`config.mk`:
```
export PLATFORM = sky130hd
export DESIGN_NAME = pipe_stage_chain_flat
export DESIGN_NICKNAME = d
export VERILOG_FILES = /design/src/rtl/pipe_stage_chain_if.sv /design/src/rtl/pipe_stage_chain.sv /design/src/flat_wrapper.sv
export SDC_FILE = /design/constraint.sdc
export NUM_CORES = 1
export LEC_CHECK = 0
export ABC_AREA = 1
export CAP_MARGIN = 25
export CORE_MARGIN = 8
export CORE_UTILIZATION = 40
export DETAILED_ROUTE_END_ITERATION = 10
export GPL_TIMING_DRIVEN = 0
export PLACE_DENSITY = 0.85
export SKIP_LAST_GASP = 1
export SLEW_MARGIN = 30
export SYNTH_ARGS = -nofsm -noshare
export SYNTH_HDL_FRONTEND = slang
export SYNTH_SLANG_ARGS = --single-unit
```
`constraint.sdc`:
```
create_clock -name clk -period 1.4 [get_ports clk]
set_clock_uncertainty 0.2 [all_clocks]
set_input_delay 0.28 -clock clk [delete_from_list [all_inputs] [get_ports clk]]
set_output_delay 0.28 -clock clk [all_outputs]
set_load 0.005 [all_outputs]
```
`src/rtl/pipe_stage_chain_if.sv`:
```
// Bundle of the pipeline's control, input and observation signals.
// The master modport is the source/observer side; the slave modport is the pipeline itself.
interface pipe_stage_chain_if #(
  parameter int unsigned WIDTH  = 16,
  parameter int unsigned STAGES = 4
);
  logic [WIDTH-1:0]        in_word;
  logic                    in_valid;
  logic                    in_ready;
  logic                    stall;
  logic                    stall_req;
  logic [3:0]              stall_len;
  logic [STAGES-1:0]       flush;
  logic [STAGES*WIDTH-1:0] stage_word;
  logic [STAGES-1:0]       stage_valid;
  logic [WIDTH-1:0]        out_word;
  logic                    out_valid;
  logic                    stalled;
  logic [15:0]             bubble_count;

  modport master (
    output in_word, in_valid, stall, stall_req, stall_len, flush,
    input  in_ready, stage_word, stage_valid, out_word, out_valid, stalled, bubble_count
  );

  modport slave (
    input  in_word, in_valid, stall, stall_req, stall_len, flush,
    output in_ready, stage_word, stage_valid, out_word, out_valid, stalled, bubble_count
  );
endinterface

```
`src/rtl/pipe_stage_chain.sv`:
```
// Parametrised chain of valid-tagged pipeline registers with flush masks, an external
// stall, a counted multi-cycle stall FSM and a saturating count of inserted bubbles.
module pipe_stage_chain #(
  parameter int unsigned WIDTH       = 16,
  parameter int unsigned STAGES      = 4,
  parameter int unsigned STALL_STAGE = 1
) (
  input logic               clk,
  input logic               reset,
  pipe_stage_chain_if.slave bus
);

  typedef enum logic [0:0] {StRun, StHold} state_e;

  state_e                  state_q;
  logic [3:0]              hold_cnt_q;
  logic [STAGES*WIDTH-1:0] word_q, word_d;
  logic [STAGES-1:0]       valid_q, valid_d;
  logic [15:0]             bubble_count_q;
  logic                    eff;
  logic                    count_bubble;

  assign eff          = bus.stall | (state_q == StHold);
  assign bus.stalled  = eff;
  assign bus.in_ready = ~eff;

  // A bubble only counts if it displaces a real instruction and is not squashed by flush.
  assign count_bubble = eff & valid_q[STALL_STAGE-1] & ~bus.flush[STALL_STAGE];

  // Next contents of each stage: advance, hold below the stall point, bubble at it; flush wins.
  always_comb begin
    word_d  = word_q;
    valid_d = valid_q;
    // Stage 0 is always below the stall point, so it only loads when not stalled.
    if (!eff) begin
      word_d[0 +: WIDTH] = bus.in_word;
      valid_d[0]         = bus.in_valid;
    end
    for (int unsigned k = 1; k < STAGES; k++) begin
      if (eff && (k < STALL_STAGE)) begin
        word_d[k*WIDTH +: WIDTH] = word_q[k*WIDTH +: WIDTH];
        valid_d[k]               = valid_q[k];
      end else if (eff && (k == STALL_STAGE)) begin
        word_d[k*WIDTH +: WIDTH] = '0;
        valid_d[k]               = 1'b0;
      end else begin
        word_d[k*WIDTH +: WIDTH] = word_q[(k-1)*WIDTH +: WIDTH];
        valid_d[k]               = valid_q[k-1];
      end
    end
    for (int unsigned k = 0; k < STAGES; k++) begin
      if (bus.flush[k]) begin
        word_d[k*WIDTH +: WIDTH] = '0;
        valid_d[k]               = 1'b0;
      end
    end
  end

  // Stage registers.
  always_ff @(posedge clk) begin
    if (!reset) begin
      word_q  <= '0;
      valid_q <= '0;
    end else begin
      word_q  <= word_d;
      valid_q <= valid_d;
    end
  end

  // Run/hold FSM: a HOLD entered with length N lasts exactly N cycles.
  always_ff @(posedge clk) begin
    if (!reset) begin
      state_q    <= StRun;
      hold_cnt_q <= 4'd0;
    end else begin
      case (state_q)
        StRun: begin
          if (bus.stall_req && (bus.stall_len != 4'd0)) begin
            state_q    <= StHold;
            hold_cnt_q <= bus.stall_len;
          end
        end
        StHold: begin
          hold_cnt_q <= hold_cnt_q - 4'd1;
          if (hold_cnt_q == 4'd1) begin
            state_q <= StRun;
          end
        end
        default: begin
          state_q    <= StRun;
          hold_cnt_q <= 4'd0;
        end
      endcase
    end
  end

  // Saturating bubble counter.
  always_ff @(posedge clk) begin
    if (!reset) begin
      bubble_count_q <= 16'd0;
    end else if (count_bubble && (bubble_count_q != 16'hFFFF)) begin
      bubble_count_q <= bubble_count_q + 16'd1;
    end
  end

  assign bus.stage_word   = word_q;
  assign bus.stage_valid  = valid_q;
  assign bus.out_word     = word_q[(STAGES-1)*WIDTH +: WIDTH];
  assign bus.out_valid    = valid_q[STAGES-1];
  assign bus.bubble_count = bubble_count_q;

endmodule
```
`src/flat_wrapper.sv`:
```
// flat-port wrapper written by rule: the top's interface ports become plain ports
module pipe_stage_chain_flat 
#(
  parameter int unsigned WIDTH       = 16,
  parameter int unsigned STAGES      = 4,
  parameter int unsigned STALL_STAGE = 1
)
  (clk, reset, bus_in_word, bus_in_valid, bus_stall, bus_stall_req, bus_stall_len, bus_flush, bus_in_ready, bus_stage_word, bus_stage_valid, bus_out_word, bus_out_valid, bus_stalled, bus_bubble_count);
  pipe_stage_chain_if #(.WIDTH(WIDTH), .STAGES(STAGES)) bus_i ();
  input logic clk;
  input logic reset;
  input wire logic [$bits(bus_i.in_word)-1:0] bus_in_word;
  input wire logic [$bits(bus_i.in_valid)-1:0] bus_in_valid;
  input wire logic [$bits(bus_i.stall)-1:0] bus_stall;
  input wire logic [$bits(bus_i.stall_req)-1:0] bus_stall_req;
  input wire logic [$bits(bus_i.stall_len)-1:0] bus_stall_len;
  input wire logic [$bits(bus_i.flush)-1:0] bus_flush;
  output wire logic [$bits(bus_i.in_ready)-1:0] bus_in_ready;
  output wire logic [$bits(bus_i.stage_word)-1:0] bus_stage_word;
  output wire logic [$bits(bus_i.stage_valid)-1:0] bus_stage_valid;
  output wire logic [$bits(bus_i.out_word)-1:0] bus_out_word;
  output wire logic [$bits(bus_i.out_valid)-1:0] bus_out_valid;
  output wire logic [$bits(bus_i.stalled)-1:0] bus_stalled;
  output wire logic [$bits(bus_i.bubble_count)-1:0] bus_bubble_count;
  assign bus_i.in_word = bus_in_word;
  assign bus_i.in_valid = bus_in_valid;
  assign bus_i.stall = bus_stall;
  assign bus_i.stall_req = bus_stall_req;
  assign bus_i.stall_len = bus_stall_len;
  assign bus_i.flush = bus_flush;
  assign bus_in_ready = bus_i.in_ready;
  assign bus_stage_word = bus_i.stage_word;
  assign bus_stage_valid = bus_i.stage_valid;
  assign bus_out_word = bus_i.out_word;
  assign bus_out_valid = bus_i.out_valid;
  assign bus_stalled = bus_i.stalled;
  assign bus_bubble_count = bus_i.bubble_count;
  pipe_stage_chain #(.WIDTH(WIDTH), .STAGES(STAGES), .STALL_STAGE(STALL_STAGE)) u_core (.clk(clk), .reset(reset), .bus(bus_i));
endmodule
```
After elaboration in Yosys (flattened, before gate mapping):

Index checks and enable logic that the tools add are counted.

* flip-flop bits (word level): 89
* bits in latches: 0
* memory bits (writable): 0
* bits in read-only memories: 0
* input bits: 29
* output and inout bits: 103
* logic and storage cells: 35
* memories kept: 0

* add/subtract/negate cells: 2
* multipliers: 0
* div/mod/pow operators: 0
* magnitude comparators: 0
* equality and inequality tests: 3
* shift-type cells: 0
* muxes and demuxes: 5
* bitwise logic cells: 7
* reductions and logical operators: 7

Operator list (count)
* 16-bit by 1-bit adder with 16-bit output (second input constant): 1
* 16-bit inequality test (second input constant): 1
* 4-bit one-hot mux with 2 select lines: 1
* 2-bit OR reduction: 3
* 4-bit by 1-bit == test with 1-bit output (second input constant): 1
* 4-bit 2-to-1 mux: 1
* 1-bit inverter: 4
* 4-bit nonzero test: 1
* 4-bit by 1-bit subtractor with 4-bit output (second input constant): 1
* 3-bit OR reduction: 1
* 1-bit bitwise AND: 2
* 1-bit logical AND: 2
* 1-bit 2-to-1 mux: 2
* 2-bit by 1-bit inequality test with 1-bit output (second input constant): 1
* 1-bit one-hot mux with 2 select lines: 1
* 1-bit bitwise OR: 1

Depth between registers and ports, before layout:

* word-level depth: 4
* gate-level depth with buffers: 10
* gate-level depth less buffers: 10

Least setup slack after synthesis:

OpenSTA, ideal clock, no wires.

* path type: reg2reg
* from: register u_core.bubble_count_q[0] (netlist: u_core.bus.bubble_count[0])
* to: register u_core.bubble_count_q[10] (netlist: u_core.bus.bubble_count[10])
* setup time: 0.143 ns
* data arrival time: 1.289 ns
* data required time: 1.057 ns
* setup slack: -0.232 ns
* stages on the path, launching flop included: 10
* clock period less this slack: 1.632 ns
* path through: dfxtp_1 -> ha_1 -> nand2_1 -> nor2_4 -> nand2_2 -> nor2_2 -> nor2_4 -> buf_6 -> nand2_1 -> a21oi_2

* word-level cells in the longest chain between the ends: 2

RTL lines
* from (decl): line pipe_stage_chain.sv:19 `logic [15:0] bubble_count_q;`
* from (signal assigned): line pipe_stage_chain.sv:102 `bubble_count_q <= bubble_count_q + 16'd1;`
* branches (longest 2 deep; another with 16-bit by 1-bit adder with 16-bit output)

Several ways; the timed one is not identified.
A chain may end at the register's enable or synchronous reset.

Worst setup path after layout:

* from: register u_core.bubble_count_q[0] (netlist: u_core.bus.bubble_count[0])
* to: register u_core.bubble_count_q[4] (netlist: u_core.bus.bubble_count[4])

Same word-level chain as after synthesis.

==> flow_metrics.py <==
metrics = {
    "run_status": {
        "outcome": "complete, but fails checks",
        "violations": "negative setup slack",
    },
    "cts": {
        "clkSlewWorstSetupHoldPaths_ns": 0.09,
        "numCtsBuffers": 9,
        "clock_latency_ns": 0.35,
        "cts.sinks": 89,
        "clk_path_buf_depth": 2,
        "htreeDepth": 3,
        "cts_tree": "done",
        "cts_root_buf": "clkbuf_8",
    },
    "setup_path": {
        "arrival_ns": 1.78,
        "critPathKind": "flip-flop to flip-flop",
        "reg2reg_slack_ns": -0.31,
        "max_stage_delay_ns": 0.38,
        "cp_max_fo": 5,
        "crit_family": "simple AND/OR/NAND/NOR gates",
        "crit_top_cell": "nand2_4",
        "required_ns": 1.47,
        "start_kind": "flip-flop",
        "r2r-start": "u_core.bus.bubble_count[0]",
        "end_kind": "flip-flop",
        "ff2ff_path_depth": 10,
        "critical_path_buf_inv_count": 2,
        "rr_endpoint": "u_core.bus.bubble_count[4]",
        "critical_path.startpoint": "u_core.bus.bubble_count[0]",
        "cp_slowest_cell": "dfxtp_4",
        "cp_cell_sequence": "ha_4 > nand2_4 > nor2_4 > nand2_4 > inv_4 > nand2_4 > nand2_4 > clkbuf_16 > nand2_4 > a21oi_2",
    },
    "die": {
        "start_util_pct": 40.8,
        "die_y_um": 110,
        "dieWidth_um": 110,
        "row_count": 34,
        "fp.coreArea_um2": 8590,
        "die-area_um2": 12000,
        "io_pins": 132,
    },
    "min_path": {
        "hold_path_end": "u_core.bus.bubble_count[0]",
        "holdCritStartpoint": "reset",
        "hold_class": "primary input to flip-flop",
        "hold_path_depth": 3,
    },
    "layout": {
        "final_common_cell": "inv_1",
        "diodes": 0,
        "final_cell_mix": "71 x inv_1, 68 x nor2_1, 66 x dfxtp_2, 59 x buf_6",
        "area_growth_pct": 62.6,
        "drive_gt1_share_pct": 56.2,
        "nets": 657,
        "final_cells": 738,
    },
    "grt": {
        "grt_remaining_overflow": 0,
        "grt_max_degree": 17,
        "grt_pass1_vias": 3504,
        "antenna_found_initial": 0,
        "grt_pass1_wl_um": 17000,
        "grt_usage_pct": 18.2,
    },
    "yosys": {
        "synth_nets": 468,
        "synth.avg_cell_area_um2": 8.03,
        "ys_warn_count": 0,
        "ys_ff_latch": 89,
        "synth_top_area_share_pct": 50.9,
        "seq_area_frac_synth_pct": 50.9,
        "synth_edf_count": 0,
        "async_flop_share_pct": 0,
        "netlist_instances": 436,
        "netlist_top_cells_area": "dfxtp_1 51%, nor2_1 8.3%, inv_1 7.7%",
        "syn_area_um2": 3500,
        "synth_area_leader_cell": "dfxtp_1",
        "synthFlopType": "dfxtp_1",
        "synth_cell_type_count": 32,
    },
    "power": {
        "switching_share_pct": 26.1,
        "leakage_nw": 2.48,
        "p_total_mw": 4.63,
        "pwr-share-clk_pct": 35.2,
        "seqPwrFrac_pct": 55.5,
        "irDropWorstVdd_v": 0.000404,
        "netSwitchingPower_mw": 1.21,
        "power_density_nw_per_um2": 813,
        "power_frac_comb_pct": 9.3,
        "p_int_mw": 3.42,
    },
    "timing": {
        "finalWorstSetupSlack_ns": -0.313,
        "fmax_mhz": 584,
        "setup_viol": 24,
        "fin_crit_sh_pct": 122,
        "fin_crit_ns": 1.71,
        "maxSlewViolCount": 0,
        "rsz0062_at_grt": "true",
        "slew-limit-headroom_pct": 49.9,
        "hold_viol": 0,
        "tightest_slew_ns": 0.752,
    },
    "detailed_routing": {
        "first_pass_iters": 4,
        "viasPerCell": 4.74,
        "num_vias": 3501,
        "drc": 0,
        "wl_per_cell_um": 16.5,
        "wirelength_um": 12200,
        "antenna_left": 0,
        "drt_iter0_markers": 62,
    },
    "placement": {
        "hpwlAfterDp_um": 7670,
        "place_inst": 674,
        "port_buffers": 130,
        "place.gp.congestion": 0.848,
    },
    "job": {
        "maxCapViolCount": 0,
    },
}
## cell usage after synthesis (all sizes together), types with 2 or more instances
cell type	number
buf	26
dfxtp	89
nor3	2
inv	76
clkbuf	4
ha	3
nor2	85
nand4	6
nand3	15
nand2	67
a211oi	2
a21oi	32
xnor2	2
or2	2
xor2	3
o21ai	17
## worst max path at each step
stage,end,cells after the start,slack (ns)
3_3_place_gp,bus_stalled,5,-0.99
4_1_cts,bus_stalled,5,-0.28
6_report,u_core.bus.bubble_count[4],10,-0.31
5_1_grt,u_core.bus.bubble_count[4],10,-0.35
2_1_floorplan,u_core.bus.bubble_count[2],10,-0.12
3_5_place_dp,bus_stalled,5,-1.03
## metal layers
metal | track usage, % | vias to the layer above | part of all wire, %
li1 | - | 1691 | -
met1 | 17.4 | 1622 | 36
met2 | 35.7 | 155 | 53
met3 | 5.86 | 33 | 8.6
met4 | 5.88 | 0 | 2.7
met5 | 0 | - | 0
## through the flow
step	hold slack (ns)	worst slack, ns	util [%]	cell area (um2)	TNS, ns
detailed placement	0.214	-1.03	57.8	4970	-28.70
floorplan	0.225	-0.117	-	3530	-1.24
CTS	0.0449	-0.281	65.6	5640	-3.19
global route	0.0315	-0.352	66.3	5690	-5.99
global placement	0.213	-0.990	57.8	4970	-26.60
finish	0.0460	-0.313	66.3	5690	-4.39
## final cells by class
cell class                 count  area [um2]
clock inverter                 6        50.0
buffer                        23         243
multi-input combinational    240        1440
inverter                      77         299
sequential                    89        1930
timing repair buffer         185        1480
clock buffer                  10         128
fill                         680        2900
tap                          108         135
## repair_timing
action | in CTS | in global routing
hold buffers | 0 | 0
setup endpoints to repair | 139 | 126
cloned | 1 | 1
resized for setup | 440 | 168
setup buffers | 40 | 14
pin swaps | 4 | 21
## state kept, by name, indices dropped and copies added (netlist names)
register                 flops
u_core.bus.bubble_count     16
u_core.bus.stage_word       64
u_core.state_q               1
u_core.bus.stage_valid       4
u_core.hold_cnt_q            4
## logic make-up after synthesis
family	share of synthesized area (%)
adder cells (fa/ha/maj)	1.07
AO/OA/AOI/OAI	9.18
buffers and inverters	14.7
flip-flops	50.9
XOR/XNOR	1.25
AND/OR/NAND/NOR	22.9
## worst register-to-register path, cell delays in order (launching register included)
cell and delay [ns]:
dfxtp_4 0.38, ha_4 0.16, nand2_4 0.06, nor2_4 0.16, nand2_4 0.09, inv_4 0.07
nand2_4 0.06, nand2_4 0.10, clkbuf_16 0.18, nand2_4 0.05, a21oi_2 0.12
## power by group through the flow
stage | combinational (mW) | sequential (mW) | clock (mW)
after floorplan | 0.171 | 2.66 | 0
after global placement | 0.357 | 2.66 | 0
after detailed placement | 0.368 | 2.66 | 0
after CTS | 0.407 | 2.57 | 1.63
after global routing | 0.468 | 2.58 | 1.77
final | 0.432 | 2.57 | 1.63
No activity file was read; power rests on OpenSTA's default activity.
